**config.mk**
```make
export PLATFORM = sky130hd
export DESIGN_NAME = vga_timing_gen_flat
export DESIGN_NICKNAME = d
export VERILOG_FILES = /design/src/rtl/vga_pkg.sv /design/src/rtl/vga_timing_gen_if.sv /design/src/rtl/vga_sync_delay.sv /design/src/rtl/vga_timing_gen.sv /design/src/flat_wrapper.sv
export SDC_FILE = /design/constraint.sdc
export NUM_CORES = 1
export LEC_CHECK = 0
export ABC_AREA = 1
export BUFFER_PORTS_ARGS = -buffer_cell sky130_fd_sc_hd__buf_2
export CAP_MARGIN = 0
export CORE_ASPECT_RATIO = 0.5
export CORE_UTILIZATION = 43
export CTS_CLUSTER_DIAMETER = 100
export DETAILED_ROUTE_END_ITERATION = 6
export GPL_TIMING_DRIVEN = 1
export PLACE_DENSITY = 0.69
export SLEW_MARGIN = 0
export SYNTH_ARGS = -nofsm -noshare
export SYNTH_HDL_FRONTEND = slang
export SYNTH_SLANG_ARGS = --single-unit
```
**constraint.sdc**
```tcl
create_clock -name vga_clk -period 4.3 [get_ports vga_clk]
set_clock_uncertainty 0.15 [all_clocks]
set_input_delay 0.86 -clock vga_clk [delete_from_list [all_inputs] [get_ports vga_clk]]
set_output_delay 0.86 -clock vga_clk [all_outputs]
set_load 0.05 [all_outputs]
```
**src/rtl/vga_pkg.sv**
```systemverilog
// ----------------------------------------------------------------------------
// vga_pkg : default 640x480@60 timing constants and coordinate helpers
// Rev 1.0
// ----------------------------------------------------------------------------
`default_nettype none

package vga_pkg;

  localparam int COORD_W   = 10;
  localparam int FRAME_C_W = 16;

  localparam int DEF_H_VIS  = 640;
  localparam int DEF_H_FP   = 16;
  localparam int DEF_H_SYNC = 96;
  localparam int DEF_H_BP   = 48;
  localparam int DEF_V_VIS  = 480;
  localparam int DEF_V_FP   = 10;
  localparam int DEF_V_SYNC = 2;
  localparam int DEF_V_BP   = 33;

  localparam int DEF_H_TOTAL = DEF_H_VIS + DEF_H_FP + DEF_H_SYNC + DEF_H_BP;
  localparam int DEF_V_TOTAL = DEF_V_VIS + DEF_V_FP + DEF_V_SYNC + DEF_V_BP;

  // Sync bundle bit positions inside the 2-bit delay line
  localparam int SYNC_HS_BIT = 0;
  localparam int SYNC_VS_BIT = 1;

  typedef logic [COORD_W-1:0]   coord_t;
  typedef logic [FRAME_C_W-1:0] frame_cnt_t;

  // True when lo <= v < lo+len
  function automatic logic in_window(coord_t v, int lo, int len);
    int iv;
    iv = int'(v);
    return (iv >= lo) && (iv < lo + len);
  endfunction

endpackage

`default_nettype wire

```
**src/rtl/vga_timing_gen_if.sv**
```systemverilog
// ----------------------------------------------------------------------------
// vga_timing_gen_if : raster coordinate, blank, sync and frame-event bundle
// Rev 1.0
// ----------------------------------------------------------------------------
`default_nettype none

interface vga_timing_gen_if;
  import vga_pkg::*;

  coord_t     DrawX;
  coord_t     DrawY;
  logic       blank;
  logic       hs;
  logic       vs;
  logic       frame_start;
  logic       vblank_start;
  frame_cnt_t frame_count;

  modport master (
    output DrawX, DrawY, blank, hs, vs, frame_start, vblank_start, frame_count
  );

  modport slave (
    input DrawX, DrawY, blank, hs, vs, frame_start, vblank_start, frame_count
  );

endinterface

`default_nettype wire

```
**src/rtl/vga_sync_delay.sv**
```systemverilog
// ----------------------------------------------------------------------------
// vga_sync_delay : DEPTH-stage {vs,hs} shift register, resets to all-ones
// Rev 1.0
// ----------------------------------------------------------------------------
`default_nettype none

module vga_sync_delay #(
  parameter int DEPTH = 1
) (
  input  logic       clk,
  input  logic       rst_n,
  input  logic [1:0] sync_in,
  output logic [1:0] sync_out
);

  generate
    if (DEPTH == 0) begin : g_passthru
      // Clock and reset are intentionally idle at zero depth
      logic unused_clk_rst;
      assign unused_clk_rst = clk ^ rst_n;
      assign sync_out       = sync_in;
    end else begin : g_shift
      logic [1:0] stage_q [DEPTH];
      logic [1:0] stage_d [DEPTH];

      always_comb begin
        stage_d[0] = sync_in;
        for (int i = 1; i < DEPTH; i++) begin
          stage_d[i] = stage_q[i-1];
        end
      end

      always_ff @(posedge clk or negedge rst_n) begin
        if (!rst_n) begin
          for (int i = 0; i < DEPTH; i++) begin
            stage_q[i] <= 2'b11;
          end
        end else begin
          stage_q <= stage_d;
        end
      end

      assign sync_out = stage_q[DEPTH-1];
    end
  endgenerate

endmodule

`default_nettype wire

```
**src/rtl/vga_timing_gen.sv**
```systemverilog
// ----------------------------------------------------------------------------
// vga_timing_gen : raster counters, registered blank/frame decodes, delayed syncs
// Rev 1.0
// ----------------------------------------------------------------------------
`default_nettype none

module vga_timing_gen
  import vga_pkg::*;
#(
  parameter int H_VIS      = DEF_H_VIS,
  parameter int H_FP       = DEF_H_FP,
  parameter int H_SYNC     = DEF_H_SYNC,
  parameter int H_BP       = DEF_H_BP,
  parameter int V_VIS      = DEF_V_VIS,
  parameter int V_FP       = DEF_V_FP,
  parameter int V_SYNC     = DEF_V_SYNC,
  parameter int V_BP       = DEF_V_BP,
  parameter int PIPE_DELAY = 1
) (
  input  logic              vga_clk,
  input  logic              reset_n,
  vga_timing_gen_if.master  vga
);

  localparam int     H_TOTAL = H_VIS + H_FP + H_SYNC + H_BP;
  localparam int     V_TOTAL = V_VIS + V_FP + V_SYNC + V_BP;
  localparam coord_t H_LAST  = coord_t'(H_TOTAL - 1);
  localparam coord_t V_LAST  = coord_t'(V_TOTAL - 1);
  localparam coord_t V_VIS_C = coord_t'(V_VIS);

  coord_t     x_q, x_d;
  coord_t     y_q, y_d;
  logic       blank_q, blank_d;
  logic       frame_start_q, frame_start_d;
  logic       vblank_start_q, vblank_start_d;
  frame_cnt_t frame_count_q, frame_count_d;

  logic [1:0] sync_raw;
  logic [1:0] sync_dly;

  // Decodes look at the next count so they describe the pixel shown alongside them
  always_comb begin
    x_d = x_q + 1'b1;
    y_d = y_q;
    if (x_q == H_LAST) begin
      x_d = '0;
      y_d = (y_q == V_LAST) ? '0 : y_q + 1'b1;
    end

    blank_d        = in_window(x_d, 0, H_VIS) && in_window(y_d, 0, V_VIS);
    frame_start_d  = (x_d == '0) && (y_d == '0);
    vblank_start_d = (x_d == '0) && (y_d == V_VIS_C);
    frame_count_d  = frame_count_q + frame_cnt_t'(frame_start_d);
  end

  always_ff @(posedge vga_clk or negedge reset_n) begin
    if (!reset_n) begin
      x_q            <= H_LAST;
      y_q            <= V_LAST;
      blank_q        <= 1'b0;
      frame_start_q  <= 1'b0;
      vblank_start_q <= 1'b0;
      frame_count_q  <= '0;
    end else begin
      x_q            <= x_d;
      y_q            <= y_d;
      blank_q        <= blank_d;
      frame_start_q  <= frame_start_d;
      vblank_start_q <= vblank_start_d;
      frame_count_q  <= frame_count_d;
    end
  end

  // Raw syncs decode the live counters; the delay line realigns them to colour
  always_comb begin
    sync_raw              = 2'b11;
    sync_raw[SYNC_HS_BIT] = ~in_window(x_q, H_VIS + H_FP, H_SYNC);
    sync_raw[SYNC_VS_BIT] = ~in_window(y_q, V_VIS + V_FP, V_SYNC);
  end

  vga_sync_delay #(
    .DEPTH (PIPE_DELAY)
  ) u_sync_delay (
    .clk      (vga_clk),
    .rst_n    (reset_n),
    .sync_in  (sync_raw),
    .sync_out (sync_dly)
  );

  assign vga.DrawX        = x_q;
  assign vga.DrawY        = y_q;
  assign vga.blank        = blank_q;
  assign vga.frame_start  = frame_start_q;
  assign vga.vblank_start = vblank_start_q;
  assign vga.frame_count  = frame_count_q;
  assign vga.hs           = sync_dly[SYNC_HS_BIT];
  assign vga.vs           = sync_dly[SYNC_VS_BIT];

endmodule

`default_nettype wire
```
**src/flat_wrapper.sv**
```systemverilog
// flat-port wrapper written by rule: the top's interface ports become plain ports
module vga_timing_gen_flat import vga_pkg::*;
#(
  parameter int H_VIS      = DEF_H_VIS,
  parameter int H_FP       = DEF_H_FP,
  parameter int H_SYNC     = DEF_H_SYNC,
  parameter int H_BP       = DEF_H_BP,
  parameter int V_VIS      = DEF_V_VIS,
  parameter int V_FP       = DEF_V_FP,
  parameter int V_SYNC     = DEF_V_SYNC,
  parameter int V_BP       = DEF_V_BP,
  parameter int PIPE_DELAY = 1
)
  (vga_clk, reset_n, vga_DrawX, vga_DrawY, vga_blank, vga_hs, vga_vs, vga_frame_start, vga_vblank_start, vga_frame_count);
  vga_timing_gen_if vga_i ();
  input  logic vga_clk;
  input  logic reset_n;
  output wire logic [$bits(vga_i.DrawX)-1:0] vga_DrawX;
  output wire logic [$bits(vga_i.DrawY)-1:0] vga_DrawY;
  output wire logic [$bits(vga_i.blank)-1:0] vga_blank;
  output wire logic [$bits(vga_i.hs)-1:0] vga_hs;
  output wire logic [$bits(vga_i.vs)-1:0] vga_vs;
  output wire logic [$bits(vga_i.frame_start)-1:0] vga_frame_start;
  output wire logic [$bits(vga_i.vblank_start)-1:0] vga_vblank_start;
  output wire logic [$bits(vga_i.frame_count)-1:0] vga_frame_count;
  assign vga_DrawX = vga_i.DrawX;
  assign vga_DrawY = vga_i.DrawY;
  assign vga_blank = vga_i.blank;
  assign vga_hs = vga_i.hs;
  assign vga_vs = vga_i.vs;
  assign vga_frame_start = vga_i.frame_start;
  assign vga_vblank_start = vga_i.vblank_start;
  assign vga_frame_count = vga_i.frame_count;
  vga_timing_gen #(.H_VIS(H_VIS), .H_FP(H_FP), .H_SYNC(H_SYNC), .H_BP(H_BP), .V_VIS(V_VIS), .V_FP(V_FP), .V_SYNC(V_SYNC), .V_BP(V_BP), .PIPE_DELAY(PIPE_DELAY)) u_core (.vga_clk(vga_clk), .reset_n(reset_n), .vga(vga_i));
endmodule
```
# Word level (Yosys, flattened, before mapping)

Index checks and enable logic that the tools add are counted.

Latch bits: 0
Output and inout port bits: 41
Memories kept: 0
Bits of input ports: 2
Bits in writable memories: 0
Flip-flop bits (word level): 41
Memory bits (read-only): 0
Logic and storage cells: 31

Multiply operators: 0
Bitwise logic cells: 2
Add/sub/neg operators: 3
Reduce and logical (&&, ||, !) cells: 7
Divide/modulo/power cells: 0
Magnitude comparators: 6
Muxes and demuxes: 3
Equal/unequal tests: 3
Shifts and indexed selects: 0

Operators with widths:

| cell                                                 | count |
|---|---|
| two-way mux 10 bit                                   | 3 |
| adder 10 x 1 -> 10 bit, second input constant        | 2 |
| == test 10 bit, second input constant                | 2 |
| logical NOT 10 bit                                   | 2 |
| < comparator 10 bit, second input constant           | 2 |
| < comparator 10 x 9 -> 1 bit, second input constant  | 2 |
| adder 16 x 1 -> 16 bit                               | 1 |
| == test 10 x 9 -> 1 bit, second input constant       | 1 |
| >= comparator 10 bit, second input constant          | 1 |
| >= comparator 10 x 9 -> 1 bit, second input constant | 1 |
| logical AND 1 bit                                    | 5 |
| inverter 1 bit                                       | 2 |

# Logic depth before layout (Yosys ltp)

Depth after elaboration: 6
Mapped depth: 20
Gate-level depth less buffers: 20

# Hierarchy

From an unflattened synthesis, not the netlist that was laid out.

Cell total of the unflattened synthesis: 276
Area, all modules: 2,322.2 sq um

By module, submodules not included:

| module         | area each (sq um) | seq. area each (sq um) | times used | cells an instance |
|---|---|---|---|---|
| vga_timing_gen | 2,269.7           | 988.4                  | 1          | 274 |
| vga_sync_delay | 52.6              | 52.6                   | 1          | 2 |

# Least setup slack after synthesis

Ideal clock, no wire load.

Path type: flip-flop to flip-flop
From: register u_core.x_q[0], in the netlist u_core.vga.DrawX[0]
To: register u_core.frame_count_q[14], in the netlist u_core.vga.frame_count[14]
Arrival time: 3,183 ps
Period minus slack after synthesis: 3,474 ps
Setup slack: 826 ps
Stages on the path, launching flop included: 19
Data required time: 4,009 ps
Library setup time: 141 ps
Path buffers: 1
Path through: dfstp_2 -> ha_1 -> nand4_2 -> nor2_4 -> buf_8 -> nand3_2 -> nand2_1 -> nand3_1 -> nor2_1 -> nand2_1 -> nor2_2 -> ha_1 -> ha_1 -> nand3_1 -> nor2_1 -> nand4_1 -> nor2_1 -> nand3_1 -> xnor2_1

Longest elaborated chain between the ends: 5
Elaborated cells on any way between the ends: 8
Classes of those cells: add/sub (2); eq/ne (1); mux (2); reduce/logical (3)

RTL lines:

| element                                                         | line                                       | text |
|---|---|---|
| start: declaration                                              | vga_timing_gen.sv:31                       | `coord_t x_q, x_d;` |
| start signal: assignment                                        | vga_timing_gen.sv:58                       | `x_q <= H_LAST;` |
| start signal: assignment                                        | vga_timing_gen.sv:65                       | `x_q <= x_d;` |
| adder 10 x 1 -> 10 bit / == test 10 bit (equally long branches) | vga_timing_gen.sv:43, vga_timing_gen.sv:45 |  |
| two-way mux 10 bit                                              | vga_timing_gen.sv:45                       | `if (x_q == H_LAST) begin` |
| logical NOT 10 bit                                              | vga_timing_gen.sv:51                       | `frame_start_d = (x_d == '0) && (y_d == '0);` |
| logical AND 1 bit *                                             | vga_timing_gen.sv:51                       |  |
| via u_core.frame_start_d                                        | vga_timing_gen.sv:34                       | `logic frame_start_q, frame_start_d;` |
| adder 16 x 1 -> 16 bit *                                        | vga_timing_gen.sv:53                       | `frame_count_d = frame_count_q + frame_cnt_t'(frame_start_d);` |
| via u_core.frame_count_d[14]                                    | vga_timing_gen.sv:36                       | `frame_cnt_t frame_count_q, frame_count_d;` |
| end signal: assignment                                          | vga_timing_gen.sv:70                       | `frame_count_q <= frame_count_d;` |
| end: declaration                                                | vga_timing_gen.sv:36                       |  |

The timed path passes the listed nets; every way through them passes the cells marked *.

# Worst setup path after layout

Ends and elaborated chain as after synthesis.

==> key figures <==
Status
  • Outcome: finished clean

Cells and area
  • Antenna Diode Count: 0
  • Nets: 330
  • Post-Layout Inst Area: 2630 µm²
  • Syn-to-layout area delta: 16.9%
  • Share of cells above drive strength 1: 0.254

Floorplanning
  • Ports: 43
  • Die height: 53.1 µm
  • Die Wd: 104 µm
  • Core ar.: 4980 µm²
  • DIE AREA: 5540 µm²
  • Initial Util: 0.451
  • Std-Cell Rows: 18

Synth
  • Post-synth EDFFs: 0
  • Yosys top cell area share: 0.323
  • Synthesis-stage register bit count: 41
  • Mean Syn Cell Area: 8.14 µm²
  • Post-Syn Area: 2250 µm²
  • Ys Warns: 0
  • Synth cell count leaders: nand2_1 (74), inv_1 (37), nor2_1 (33)
  • Syn nets: 284
  • Cell taking the most area after synthesis: dfrtp_1
  • Synth top area cells: dfrtp_1 (32%), dfstp_2 (14%), nand2_1 (12%)
  • Synth cell types: 29
  • Synth Flop Type: dfrtp_1
  • Top-count cell post-synth: nand2_1
  • Cells after Synth: 276
  • Async set-or-reset flop fraction in the synthesized netlist: 1.00
  • Seq/Total Area, Yosys: 0.463

Detailed routing
  • Vias per cell: 4.80
  • Wire length per cell: 11.5 µm
  • Final wirelength: 4540 µm
  • Vias: 1888
  • Initial drt markers: 71
  • Drc violations: 0
  • Routed Antenna Nets: 0
  • Drt pass-1 iters: 4

Clocking
  • Postcts setup bufs: 0
  • CTS tree: yes
  • Clk Latency, worst-skew pair: 290 ps
  • Clock slew at reported path FFs: 80 ps
  • H-tree Lvls: 2
  • CTS resizes: 0
  • CTS Hold Bufs: 0
  • Num CTS Buffers: 5
  • Clk buf depth: 2
  • Clock sink total: 41
  • CTS root buffer: clkbuf_8

Critical path
  • CP max stage delay: 600 ps
  • WP data arrival: 3530 ps
  • Highest-delay cell along the critical path: dfstp_2
  • R2r startpoint: u_core.vga.DrawX[0]$_DFF_PN1_
  • CP endpoint kind: flop
  • Worst endpoint required time: 4320 ps
  • Setup CP Type: reg -> reg
  • Worst setup path start: u_core.vga.DrawX[0]$_DFF_PN1_
  • Worst Path Max Fanout: 15
  • Worst Setup Start Kind: flop
  • Worst Reg2Reg Path Length in Cells: 17
  • CP cell instances: ha_1 -> nand4_2 -> nor2_4 -> nand3_2 -> nand2_1 -> nand3_1 -> nor2_1 -> nand2_1 -> nor2_2 -> ha_1 -> ha_1 -> nand3_1 -> nor2_1 -> nand4_1 -> nor2_1 -> nand3_1 -> xnor2_1

Worst hold path
  • Hold Path Stages: 1
  • Hold crit path type: reg -> reg
  • Min-delay src: u_core.vga.frame_count[15]$_DFF_PN0_

STA
  • Setup Viol. Count Final: 0
  • Final Hold Viols: 0
  • RSZ-0062 raised after global routing: false
  • Minimum clock period: 3510 ps
  • Setup total negative slack: 0 ps
  • Fin crit share: 0.817
  • Relative slew slack: 0.417
  • Final Max Slew Viols: 0
  • Worst-Margin Slew: 875 ps
  • Max Freq: 285 MHz

Global routing
  • Largest net degree at the start of global routing: 42
  • Total track usage: 0.178
  • First-pass GRT wire length: 7590 µm
  • Grt ovf: 0
  • Initial antenna violation count: 0
  • Vias in the first global route: 1660

Pwr
  • Leak pwr: 1.39 nW
  • Maximum VDD drop: 0.000164 V
  • PD cells: 262 nW/µm²

Job
  • Max Cap Viol: 0

Placed design
  • I/O Buffers: 42
  • Area post-placement: 2520 µm²
  • Post-DP HPWL: 3490 µm
  • RD Place Congestion: 0.902
==> cell usage in the layout (no fill, tap or decap), types with 7 or more instances in the layout <==
| master | netlist | final |
|---|---|---|
| nand4_1 | 7 | 7 |
| nand3_1 | 28 | 28 |
| nor2_1 | 33 | 33 |
| dfrtp_1 | 29 | 29 |
| inv_1 | 37 | 37 |
| dfstp_2 | 12 | 12 |
| buf_2 | 2 | 42 |
| nand2_1 | 74 | 74 |
| xor2_1 | 11 | 11 |
==> metrics by stage <==
stage | cells | utilization | hold WS [ps] | total power, mW | setup WS (ps)
final | 393 | 0.528 | 321 | 0.689 | 787
after global routing | 393 | 0.528 | 348 | 0.719 | 339
after CTS | 393 | 0.528 | 330 | 0.702 | 760
after detailed placement | 385 | 0.506 | 319 | 0.401 | 783
after global placement | 385 | 0.506 | 305 | 0.401 | 885
after floorplan | 276 | - | 414 | 0.393 | 826
==> registers in the layout (all words and copies together), names as in the netlist <==
signal,flops
u_core.vga.DrawX,10
u_core.u_sync_delay.sync_out,2
u_core.vga.frame_start,1
u_core.vga.vblank_start,1
u_core.vga.blank,1
u_core.vga.DrawY,10
u_core.vga.frame_count,16
==> critical path: cells and delay by family, from the launching register on <==
kind,cells,cell delay (ps)
flip-flops,1,600
adder cells (fa/ha/maj),3,640
AND/OR/NAND/NOR,13,1900
XOR/XNOR,1,130
==> power by group <==
part	switching (mW)	total, mW	internal, mW
clock	0.123	0.295	0.172
sequential	0	0.386	0.386
combinational	0.00694	0.00727	0.000329
total	0.130	0.689	0.558
==> metal layers <==
layer,wire length [µm],part of all wire,vias to the layer above,GRT usage
met5,0,0,-,0
met4,53,0.012,0,0.0524
met3,212,0.047,7,0.0382
met2,2080,0.46,44,0.301
met1,2200,0.48,877,0.234
li1,-,-,960,-
==> layout make-up <==
class | instances | area (µm²)
clock buffers | 6 | 72.6
flip-flops and latches | 41 | 1040
clock inverters | 2 | 35.0
repair buffers | 42 | 210
well taps | 70 | 87.6
fillers | 467 | 2350
inverters | 39 | 146
multi-input cells | 193 | 1030
==> cell families (layout without fill, tap and decap cells) <==
| kind of cell | Yosys count | after routing | synth area share |
|---|---|---|---|
| simple gates | 168 | 168 | 0.356 |
| buf+inv | 42 | 89 | 0.0763 |
| flops | 41 | 41 | 0.463 |
| xor+xnor | 16 | 16 | 0.0624 |
| fa+ha+maj | 6 | 6 | 0.0334 |
| compound gates | 3 | 3 | 0.00835 |
==> worst paths after layout <==
check | slack [ps] | end
max in group asynchronous | 2910 | u_core.vga.frame_count[13]$_DFF_PN0_
worst min-delay path | 320 | u_core.vga.frame_count[15]$_DFF_PN0_
min in group asynchronous | 540 | u_core.vga.frame_count[15]$_DFF_PN0_
worst max-delay path | 790 | u_core.vga.frame_count[14]$_DFF_PN0_
worst max register to register | 790 | u_core.vga.frame_count[14]$_DFF_PN0_
worst min register to register | 320 | u_core.vga.frame_count[15]$_DFF_PN0_
(Power assumes the default switching activity.)
